**src/rtl/pattern_lut_pkg.sv**
```systemverilog
// Shared types and helpers for the pattern lookup table: FSM state encoding
// and the init-pattern function used by both the sweep logic and models.
package pattern_lut_pkg;

  // Two-phase lifecycle: the sweep owns the array in ST_INIT, users in ST_RUN.
  typedef enum logic {
    ST_INIT = 1'b0,
    ST_RUN  = 1'b1
  } state_e;

  // Wide enough for DATA_W + ADDR_W of any sensible configuration, so the
  // product idx * step never loses bits before the final truncation.
  localparam int unsigned CALC_W = 64;

  // Pattern value for entry idx: (base + idx * step) mod 2^width.
  // Wrap-around is intended, so the raw sum is simply masked.
  function automatic logic [CALC_W-1:0] init_val(
    input logic [CALC_W-1:0] base,
    input logic [CALC_W-1:0] step,
    input logic [CALC_W-1:0] idx,
    input int unsigned       width
  );
    logic [CALC_W-1:0] raw;
    logic [CALC_W-1:0] mask;
    raw  = base + idx * step;
    mask = (width >= CALC_W) ? '1 : ((CALC_W'(1) << width) - CALC_W'(1));
    return raw & mask;
  endfunction

endpackage

```
**src/rtl/lut_mem_array.sv**
```systemverilog
// Plain DATA_W x DEPTH storage: one synchronous write port and one
// combinational read port. A read and write to the same entry in the same
// cycle therefore returns the old contents (read-before-write).
module lut_mem_array #(
  parameter int unsigned DATA_W = 4,
  parameter int unsigned DEPTH  = 8,
  parameter int unsigned IDX_W  = $clog2(DEPTH)
) (
  input  logic              clk,
  input  logic              we_i,
  input  logic [IDX_W-1:0]  waddr_i,
  input  logic [DATA_W-1:0] wdata_i,
  input  logic [IDX_W-1:0]  raddr_i,
  output logic [DATA_W-1:0] rdata_o
);

  logic [DATA_W-1:0] mem_q [DEPTH];

  // Write port: store one entry per enabled cycle.
  // NOTE: the storage array is deliberately not reset; the init sweep defines
  // every entry before it can be read, so a reset would only add fan-out.
  // NOTE: sequential state is assigned with <= so every flop samples the
  // pre-edge values, independent of statement or process order.
  always_ff @(posedge clk) begin
    if (we_i) begin
      mem_q[waddr_i] <= wdata_i;
    end
  end

  // Asynchronous read; the caller registers the result.
  assign rdata_o = mem_q[raddr_i];

endmodule

```
**src/rtl/pattern_lut.sv**
```systemverilog
// Runtime-writable lookup table pre-loaded with an arithmetic pattern.
// After reset (or a soft_init pulse) a sweep writes one entry per cycle;
// once finished the table serves registered reads and accepts writes.
module pattern_lut
  import pattern_lut_pkg::*;
#(
  parameter int unsigned DATA_W    = 4,
  parameter int unsigned DEPTH     = 8,
  parameter int unsigned ADDR_W    = 8,
  parameter int          INIT_BASE = 0,
  parameter int          INIT_STEP = 2
) (
  input  logic              clk,
  input  logic              rst_n,
  input  logic              soft_init,
  output logic              init_done,
  input  logic              rd_en,
  input  logic [ADDR_W-1:0] rd_addr,
  output logic              rd_valid,
  output logic [DATA_W-1:0] rd_data,
  output logic              rd_err,
  input  logic              wr_en,
  input  logic [ADDR_W-1:0] wr_addr,
  input  logic [DATA_W-1:0] wr_data
);

  localparam int unsigned      IDX_W     = $clog2(DEPTH);
  localparam logic [IDX_W-1:0] IDX_LAST  = IDX_W'(DEPTH - 1);
  // One extra bit so DEPTH itself is representable (e.g. DEPTH = 2^ADDR_W).
  localparam logic [ADDR_W:0]  DEPTH_EXT = (ADDR_W + 1)'(DEPTH);

  // FSM and sweep index
  state_e           state_q, state_d;
  logic [IDX_W-1:0] idx_q, idx_d;

  // Storage port signals
  logic              mem_we;
  logic [IDX_W-1:0]  mem_waddr;
  logic [DATA_W-1:0] mem_wdata;
  logic [DATA_W-1:0] mem_rdata;
  logic [DATA_W-1:0] sweep_data;

  // Request qualification
  logic rd_in_range;
  logic wr_in_range;
  logic rd_ok;

  // Registered read response
  logic              rd_valid_q, rd_valid_d;
  logic              rd_err_q, rd_err_d;
  logic [DATA_W-1:0] rd_data_q, rd_data_d;

  assign rd_in_range = ({1'b0, rd_addr} < DEPTH_EXT);
  assign wr_in_range = ({1'b0, wr_addr} < DEPTH_EXT);

  // Pattern value for the entry the sweep is writing this cycle.
  assign sweep_data = DATA_W'(init_val(CALC_W'(INIT_BASE), CALC_W'(INIT_STEP),
                                       CALC_W'(idx_q), DATA_W));

  // ---------------------------------------------------------------------
  // FSM
  // ---------------------------------------------------------------------

  // State register and sweep index.
  always_ff @(posedge clk or negedge rst_n) begin
    if (!rst_n) begin
      state_q <= ST_INIT;
      idx_q   <= '0;
    end else begin
      state_q <= state_d;
      idx_q   <= idx_d;
    end
  end

  // Next-state logic: sweep DEPTH entries, then run until soft_init.
  // NOTE: every combinational output gets a default first, so no path
  // leaves a signal unassigned and no latch is inferred.
  always_comb begin
    state_d = state_q;
    idx_d   = idx_q;
    case (state_q)
      ST_INIT: begin
        if (soft_init) begin
          idx_d = '0;
        end else if (idx_q == IDX_LAST) begin
          state_d = ST_RUN;
          idx_d   = '0;
        end else begin
          idx_d = idx_q + IDX_W'(1);
        end
      end
      ST_RUN: begin
        if (soft_init) begin
          state_d = ST_INIT;
          idx_d   = '0;
        end
      end
      default: begin
        state_d = ST_INIT;
        idx_d   = '0;
      end
    endcase
  end

  // Output logic: the table is usable exactly while in ST_RUN.
  always_comb begin
    init_done = (state_q == ST_RUN);
  end

  // ---------------------------------------------------------------------
  // Write muxing: the sweep owns the array in ST_INIT; user writes are
  // accepted only in ST_RUN, in range, and not alongside soft_init.
  // ---------------------------------------------------------------------

  // Select between sweep and user write.
  always_comb begin
    mem_we    = 1'b0;
    mem_waddr = wr_addr[IDX_W-1:0];
    mem_wdata = wr_data;
    if (state_q == ST_INIT) begin
      mem_we    = 1'b1;
      mem_waddr = idx_q;
      mem_wdata = sweep_data;
    end else if (wr_en && wr_in_range && !soft_init) begin
      mem_we = 1'b1;
    end
  end

  lut_mem_array #(
    .DATA_W (DATA_W),
    .DEPTH  (DEPTH),
    .IDX_W  (IDX_W)
  ) u_mem (
    .clk     (clk),
    .we_i    (mem_we),
    .waddr_i (mem_waddr),
    .wdata_i (mem_wdata),
    .raddr_i (rd_addr[IDX_W-1:0]),
    .rdata_o (mem_rdata)
  );

  // ---------------------------------------------------------------------
  // Read path: one response per request; rejected requests return zero.
  // ---------------------------------------------------------------------

  // Build the response for this cycle's request.
  always_comb begin
    rd_ok      = rd_en && (state_q == ST_RUN) && rd_in_range;
    rd_valid_d = rd_en;
    rd_err_d   = rd_en && !rd_ok;
    rd_data_d  = rd_ok ? mem_rdata : '0;
  end

  // Response register; reset drops any in-flight response.
  always_ff @(posedge clk or negedge rst_n) begin
    if (!rst_n) begin
      rd_valid_q <= 1'b0;
      rd_err_q   <= 1'b0;
      rd_data_q  <= '0;
    end else begin
      rd_valid_q <= rd_valid_d;
      rd_err_q   <= rd_err_d;
      rd_data_q  <= rd_data_d;
    end
  end

  assign rd_valid = rd_valid_q;
  assign rd_err   = rd_err_q;
  assign rd_data  = rd_data_q;

  // ---------------------------------------------------------------------
  // Design invariants
  // ---------------------------------------------------------------------

  a_idx_range : assert property (@(posedge clk) disable iff (!rst_n)
    idx_q <= IDX_LAST);

  a_run_idx_zero : assert property (@(posedge clk) disable iff (!rst_n)
    (state_q == ST_RUN) |-> (idx_q == '0));

  a_err_qualified : assert property (@(posedge clk) disable iff (!rst_n)
    rd_err |-> rd_valid);

  a_err_data_zero : assert property (@(posedge clk) disable iff (!rst_n)
    rd_err |-> (rd_data == '0));

endmodule

```
**config.mk**
```make
export PLATFORM = sky130hd
export DESIGN_NAME = pattern_lut
export DESIGN_NICKNAME = d
export VERILOG_FILES = /design/src/rtl/pattern_lut_pkg.sv /design/src/rtl/lut_mem_array.sv /design/src/rtl/pattern_lut.sv
export SDC_FILE = /design/constraint.sdc
export NUM_CORES = 1
export LEC_CHECK = 0
export CORE_ASPECT_RATIO = 0.75
export CORE_MARGIN = 2
export CORE_UTILIZATION = 51
export DETAILED_ROUTE_END_ITERATION = 8
export GPL_TIMING_DRIVEN = 0
export PLACE_DENSITY_LB_ADDON = 0.3
export SKIP_CTS_REPAIR_TIMING = 1
export SLEW_MARGIN = 20
export SYNTH_ARGS = -nofsm -noshare
export SYNTH_HDL_FRONTEND = slang
export SYNTH_SLANG_ARGS = --single-unit
export TNS_END_PERCENT = 1
```
**constraint.sdc**
```tcl
create_clock -name clk -period 2.35 [get_ports clk]
set_clock_uncertainty 0.1 [all_clocks]
set_input_delay 0.5875 -clock clk [delete_from_list [all_inputs] [get_ports clk]]
set_output_delay 0.5875 -clock clk [all_outputs]
set_load 0.01 [all_outputs]
```
Word-level counts from Yosys, hierarchy flattened
Memory sizes are Yosys's and may differ from the RTL's.
Index checks and enable logic that the tools add are counted.
{"block": "op_classes", "n_lt_le_gt_ge": 2, "add_sub_neg": 1, "muxes": 15, "eq_ne": 2, "n_reduce_logical": 7, "n_bitwise": 1}
{"op": "$lt 8x4->1 const B", "n": 2}
{"op": "$mux 3", "n": 4}
{"op": "$mux 4", "n": 2}
{"op": "$mux 1", "n": 7}
{"op": "$pmux 3 s2", "n": 1}
{"op": "$logic_and 1x1->1", "n": 5}
{"op": "$add 3x1->3 const B", "n": 1}
{"op": "$eq 3x3->1 const B", "n": 1}
{"op": "$logic_not 1->1", "n": 2}
{"op": "$ne 2x2->1 const B", "n": 1}
{"op": "$pmux 1 s2", "n": 1}
{"op": "$not 1->1", "n": 1}
{"block": "totals", "out_inout_bits": 7, "regBits": 10, "ram_bits": 32, "memories": 1}
{"name": "u_mem.mem_q", "words": 8, "width": 4, "rd": 1, "rd_clocked_by_memory_dff": 0, "write_ports": 1, "line": "lut_mem_array.sv:17", "text": "logic [DATA_W-1:0] mem_q [DEPTH];"}

Depth between registers and ports, before layout
Gate-level depths: netlist of the first run.
{"block": "depth", "ltp_word": 7, "mapped_depth": 5, "mapped_depth_nobuf": 5}

By module
A second synthesis of the first run with hierarchy kept.
{"block": "hier_totals", "cells_unflattened": 112, "hier_area_um2": 1798.0}
{"mod": "lut_mem_array", "seq_area_each_um2": 960.9, "cells_per_inst": 59, "instances": 1, "area_per_inst_um2": 1290.0}
{"mod": "pattern_lut", "seq_area_each_um2": 250.2, "cells_per_inst": 53, "instances": 1, "area_per_inst_um2": 508.0}

Worst setup path before layout of the first run
Ideal clock, no wire load.
{"block": "synth_timing", "path_type": "in2reg", "start": "input port wr_addr[4]", "end": "memory u_mem.mem_q[1][0] (enable)", "path_buffers": 0, "setup_time_ns": 0.329, "path_slack_ns": 0.527, "cell_stages": 3, "required_time_ns": 1.921, "t_arrival_ns": 1.394, "cell_sequence": "nor4b_1 > a32oi_1 > nor2_1"}
{"block": "synth_between", "elab_chain_cells": 7}
{"item": "from (decl)", "line": "pattern_lut.sv:23", "text": "input logic [ADDR_W-1:0] wr_addr,"}
{"item": "$lt 8x4->1", "line": "pattern_lut.sv:54", "text": "assign wr_in_range = ({1'b0, wr_addr} < DEPTH_EXT);"}
{"item": "$logic_and 1x1->1 (2 in a row)", "line": "pattern_lut.sv:124", "text": "end else if (wr_en && wr_in_range && !soft_init) begin"}
{"item": "$mux 1", "line": "pattern_lut.sv:124"}
{"item": "$mux 1", "line": "pattern_lut.sv:120", "text": "if (state_q == ST_INIT) begin"}
{"item": "$mux 1", "line": "lut_mem_array.sv:25", "text": "if (we_i) begin"}
{"item": "$mux 1 (implied by the code)", "line": "lut_mem_array.sv:26", "text": "mem_q[waddr_i] <= wdata_i;"}
{"item": "to (decl)", "line": "lut_mem_array.sv:17"}
No other way between the ends.

Worst setup path in the final report of the first run
{"block": "layout_timing", "start": "input port soft_init", "end": "memory u_mem.mem_q[7][0] (enable)"}
{"block": "layout_between", "elab_chain_cells": 6}
{"item": "from (decl)", "line": "pattern_lut.sv:15", "text": "input logic soft_init,"}
{"item": "$logic_not 1->1", "line": "pattern_lut.sv:124"}
{"item": "$logic_and 1x1->1", "line": "pattern_lut.sv:124"}
{"item": "$mux 1", "line": "pattern_lut.sv:124"}
{"item": "$mux 1", "line": "pattern_lut.sv:120"}
{"item": "$mux 1", "line": "lut_mem_array.sv:25"}
{"item": "$mux 1 (implied by the code)", "line": "lut_mem_array.sv:26"}
No other way between the ends.

==> results_dict.tcl, run 1 <==
set metrics [dict create \
    run_status "finished clean" \
    worstMarginPinSlew_ns 0.492 \
    post-route-drc-count 0 \
    clk_transition_reported_paths_ns 0.07 \
    fp.dieW_um 72.1 \
    dpl_cell_area_mm2 0.00212 \
    setup.worst_path.start "soft_init" \
    die_area_mm2 0.00397 \
    synth.net_count 144 \
    post_route_cells_drive_above_1_share_pct 13.6 \
    io_buffer_count 30 \
    r2r_setup_slack_ns 0.36 \
    design.portCount 32 \
    nNetsFinal 181 \
    initial_core_util_pct 53.6 \
    critPathMaxFanout 5 \
    core_mm2 0.00331 \
    layout_area_growth_over_synthesis_pct 24.2 \
    synth_seq_cells 42 \
    ys.warnings.count 0 \
    gp_congestion 0.904 \
    cts-htree-levels 2 \
    layout_min_cycle_time_ns 2.30 \
    grt_antenna_before_repair 0 \
    dpl_worst_slack_ns -0.250 \
    hold_ws_ns 0.527 \
    worst-r2r-cell-count 4 \
    grt_start_max_net_pins 13 \
    timing.critical_path.from_type "input pin" \
    cts_made_buffers 5 \
    leading_cell_type_in_the_layout_fill_and_taps_excluded "sky130_fd_sc_hd__edfxtp_1" \
    postSynthAreaPerCell_um2 15.2 \
    setup_viol 0 \
    max_clock_freq_ghz 0.435 \
    detailedPlacementHpwl_um 2530 \
    ys_seq_area_share_pct 68.3 \
    tritoncts_num_sinks 42 \
    finalWorstSetupSlack_ns 0.0496 \
    grt_first_pass_wirelength_um 5120 \
    p_per_area_mw_per_mm2 656 \
    worst_r2r_endpoint "u_mem.mem_q[7][0]" \
    timing.max_slew.rel_slack_pct 66.4 \
    synthCells 117 \
    syn_area_mm2 0.00177 \
    ir_drop_uv 354 \
    drt_iter0_drc 60 \
    cellLeakagePower_nw 0.805 \
    timing.critical_path.required_ns 2.19 \
    synthArstFlopShare_pct 23.8 \
    die_height_um 55.1 \
    min-delay-path-class "input pin to async pin" \
    track_usage_pct 18.7 \
    kind_of_critical_path "input pin to flop" \
    edff_count_synth 32 \
    setup.worst_path.end_class "flop" \
    postLayoutCoreUtil_pct 66.5 \
    clk_path_buf_depth 2 \
    timing.final.hold_violations 0 \
    design_area_mm2 0.00220 \
    drv.max_cap_violation_count 0 \
    final_min_period_over_clock_period_pct 97.9 \
    rr_startpoint "init_done" \
    route.detailed.vias_per_inst 5.61 \
    diodes 0 \
    route.vias.total 1089 \
    routed_wire_length_per_instance_um 17.3 \
    grt.overflow.total 0 \
    setup-tns-final_ns 0 \
    number_of_pins_with_negative_max_slew_slack_in_the_final_report 0 \
    synth_top_flop_cell "sky130_fd_sc_hd__edfxtp_1" \
    ant_nets 0 \
    first_pass_iters 4 \
    most-common-layout-cells "32 x sky130_fd_sc_hd__edfxtp_1, 30 x sky130_fd_sc_hd__clkdlybuf4s50_1, 18 x sky130_fd_sc_hd__nor2_1, 10 x sky130_fd_sc_hd__dfrtp_1, 9 x sky130_fd_sc_hd__mux2_2" \
    first_global_vias 1048 \
    root_buffer_cell "sky130_fd_sc_hd__clkbuf_8" \
    cp.arrival_ns 2.14 \
    yosysUniqueCellTypes 29 \
    grt_setup_unrepaired "yes" \
    tritoncts "yes" \
    placementRows 18 \
    post_detailed_routing_wire_length_um 3350 \
    num-fill-cells 238 \
    clkLatencyLatePin_ns 0.28 \
]
## cell usage after synthesis, drive strengths merged (2+ instances only)
| library cell | number | area share [%] |
|---|---|---|
| nand2b | 2 | 0.71 |
| nor2 | 19 | 4.0 |
| mux2i | 2 | 1.1 |
| a2111oi | 2 | 1.3 |
| inv | 4 | 0.85 |
| o22ai | 3 | 1.1 |
| nand2 | 3 | 0.64 |
| nor4b | 2 | 0.99 |
| buf | 4 | 1.4 |
| dfrtp | 10 | 14 |
| ha | 2 | 1.4 |
| a31oi | 2 | 0.71 |
| and2 | 2 | 0.71 |
| mux4 | 4 | 5.5 |
| edfxtp | 32 | 54 |
| a32oi | 2 | 0.99 |
| a21oi | 2 | 0.56 |
| mux2 | 9 | 5.7 |
| nor3 | 5 | 1.4 |
## worst max-delay path by stage
| stage | cells past startpoint | to |
|---|---|---|
| 4_1_cts | 4 | u_mem.mem_q[6][3] |
| 2_1_floorplan | 3 | u_mem.mem_q[1][0] |
| 6_report | 4 | u_mem.mem_q[7][0] |
| 3_5_place_dp | 4 | u_mem.mem_q[6][3] |
| 5_1_grt | 4 | u_mem.mem_q[0][0] |
| 3_3_place_gp | 4 | u_mem.mem_q[7][1] |
## metal layers
metal | up-vias | GRT usage (%) | part of all wire, %
met2 | 43 | 30.6 | 47
met5 | - | 0 | 0
met3 | 6 | 4.89 | 6.7
li1 | 521 | - | -
met4 | 0 | 7.55 | 1.8
met1 | 519 | 24.4 | 44
## worst max-delay path: stages
cell and delay, ns:
sky130_fd_sc_hd__clkdlybuf4s50_1 0.49, sky130_fd_sc_hd__nor4b_1 0.41, sky130_fd_sc_hd__a32oi_1 0.25, sky130_fd_sc_hd__nor2_1 0.40
## power by group
part           leakage [nW]  switching, W  internal (W)
clock                0.0387      0.000217      0.000200
combinational         0.330     0.0000809     0.0000819
sequential            0.437     0.0000167      0.000849
total                 0.805      0.000315       0.00113
## registers in the layout (all words and copies together), names as in the netlist
register and flops:
idx_q 3, init_done 1, rd_data 4, rd_err 1, rd_valid 1, u_mem.mem_q 32
## metrics by stage
| step | total power (W) | std cells |
|---|---|---|
| 3_3_place_gp | 0.00103 | 187 |
| 3_5_place_dp | 0.00104 | 187 |
| 4_1_cts | 0.00145 | 194 |
| 5_1_grt | 0.00150 | 194 |
| 6_report | 0.00145 | 194 |
| 2_1_floorplan | 0.000961 | 117 |
## cell families (layout without fill, tap and decap cells)
kind of cell	after synthesis	in the layout	share of synthesized area (%)
muxes	15	15	12.4
AOI/OAI and AO/OA	12	12	5.22
DFF	42	42	68.3
adders and majority gates	2	2	1.41
and+or+nand+nor	38	38	10.4
buffers and inverters	8	45	2.26
## final cells by class
type	count	area, um2	share of cell area [%]
sequential	42	1210	55.0
tap	40	50.0	2.27
inverter	4	15.0	0.682
clock inverter	1	3.75	0.170
multi-input combinational	67	524	23.8
clock buffer	6	72.6	3.30
timing repair buffer	30	300	13.6
buffer	4	25.0	1.14
No activity file was read; power rests on OpenSTA's default activity.
==> run 2: changes to the inputs <==
--- a/config.mk
+++ b/config.mk
@@ -8,6 +8,7 @@
 export CORE_ASPECT_RATIO = 0.75
 export CORE_MARGIN = 2
 export CORE_UTILIZATION = 51
+export CTS_CLUSTER_DIAMETER = 120
 export DETAILED_ROUTE_END_ITERATION = 8
 export GPL_TIMING_DRIVEN = 0
 export PLACE_DENSITY_LB_ADDON = 0.3
==> results of run 2 <==
No change in the layout: final DEF, timing and power equal those of run 1.
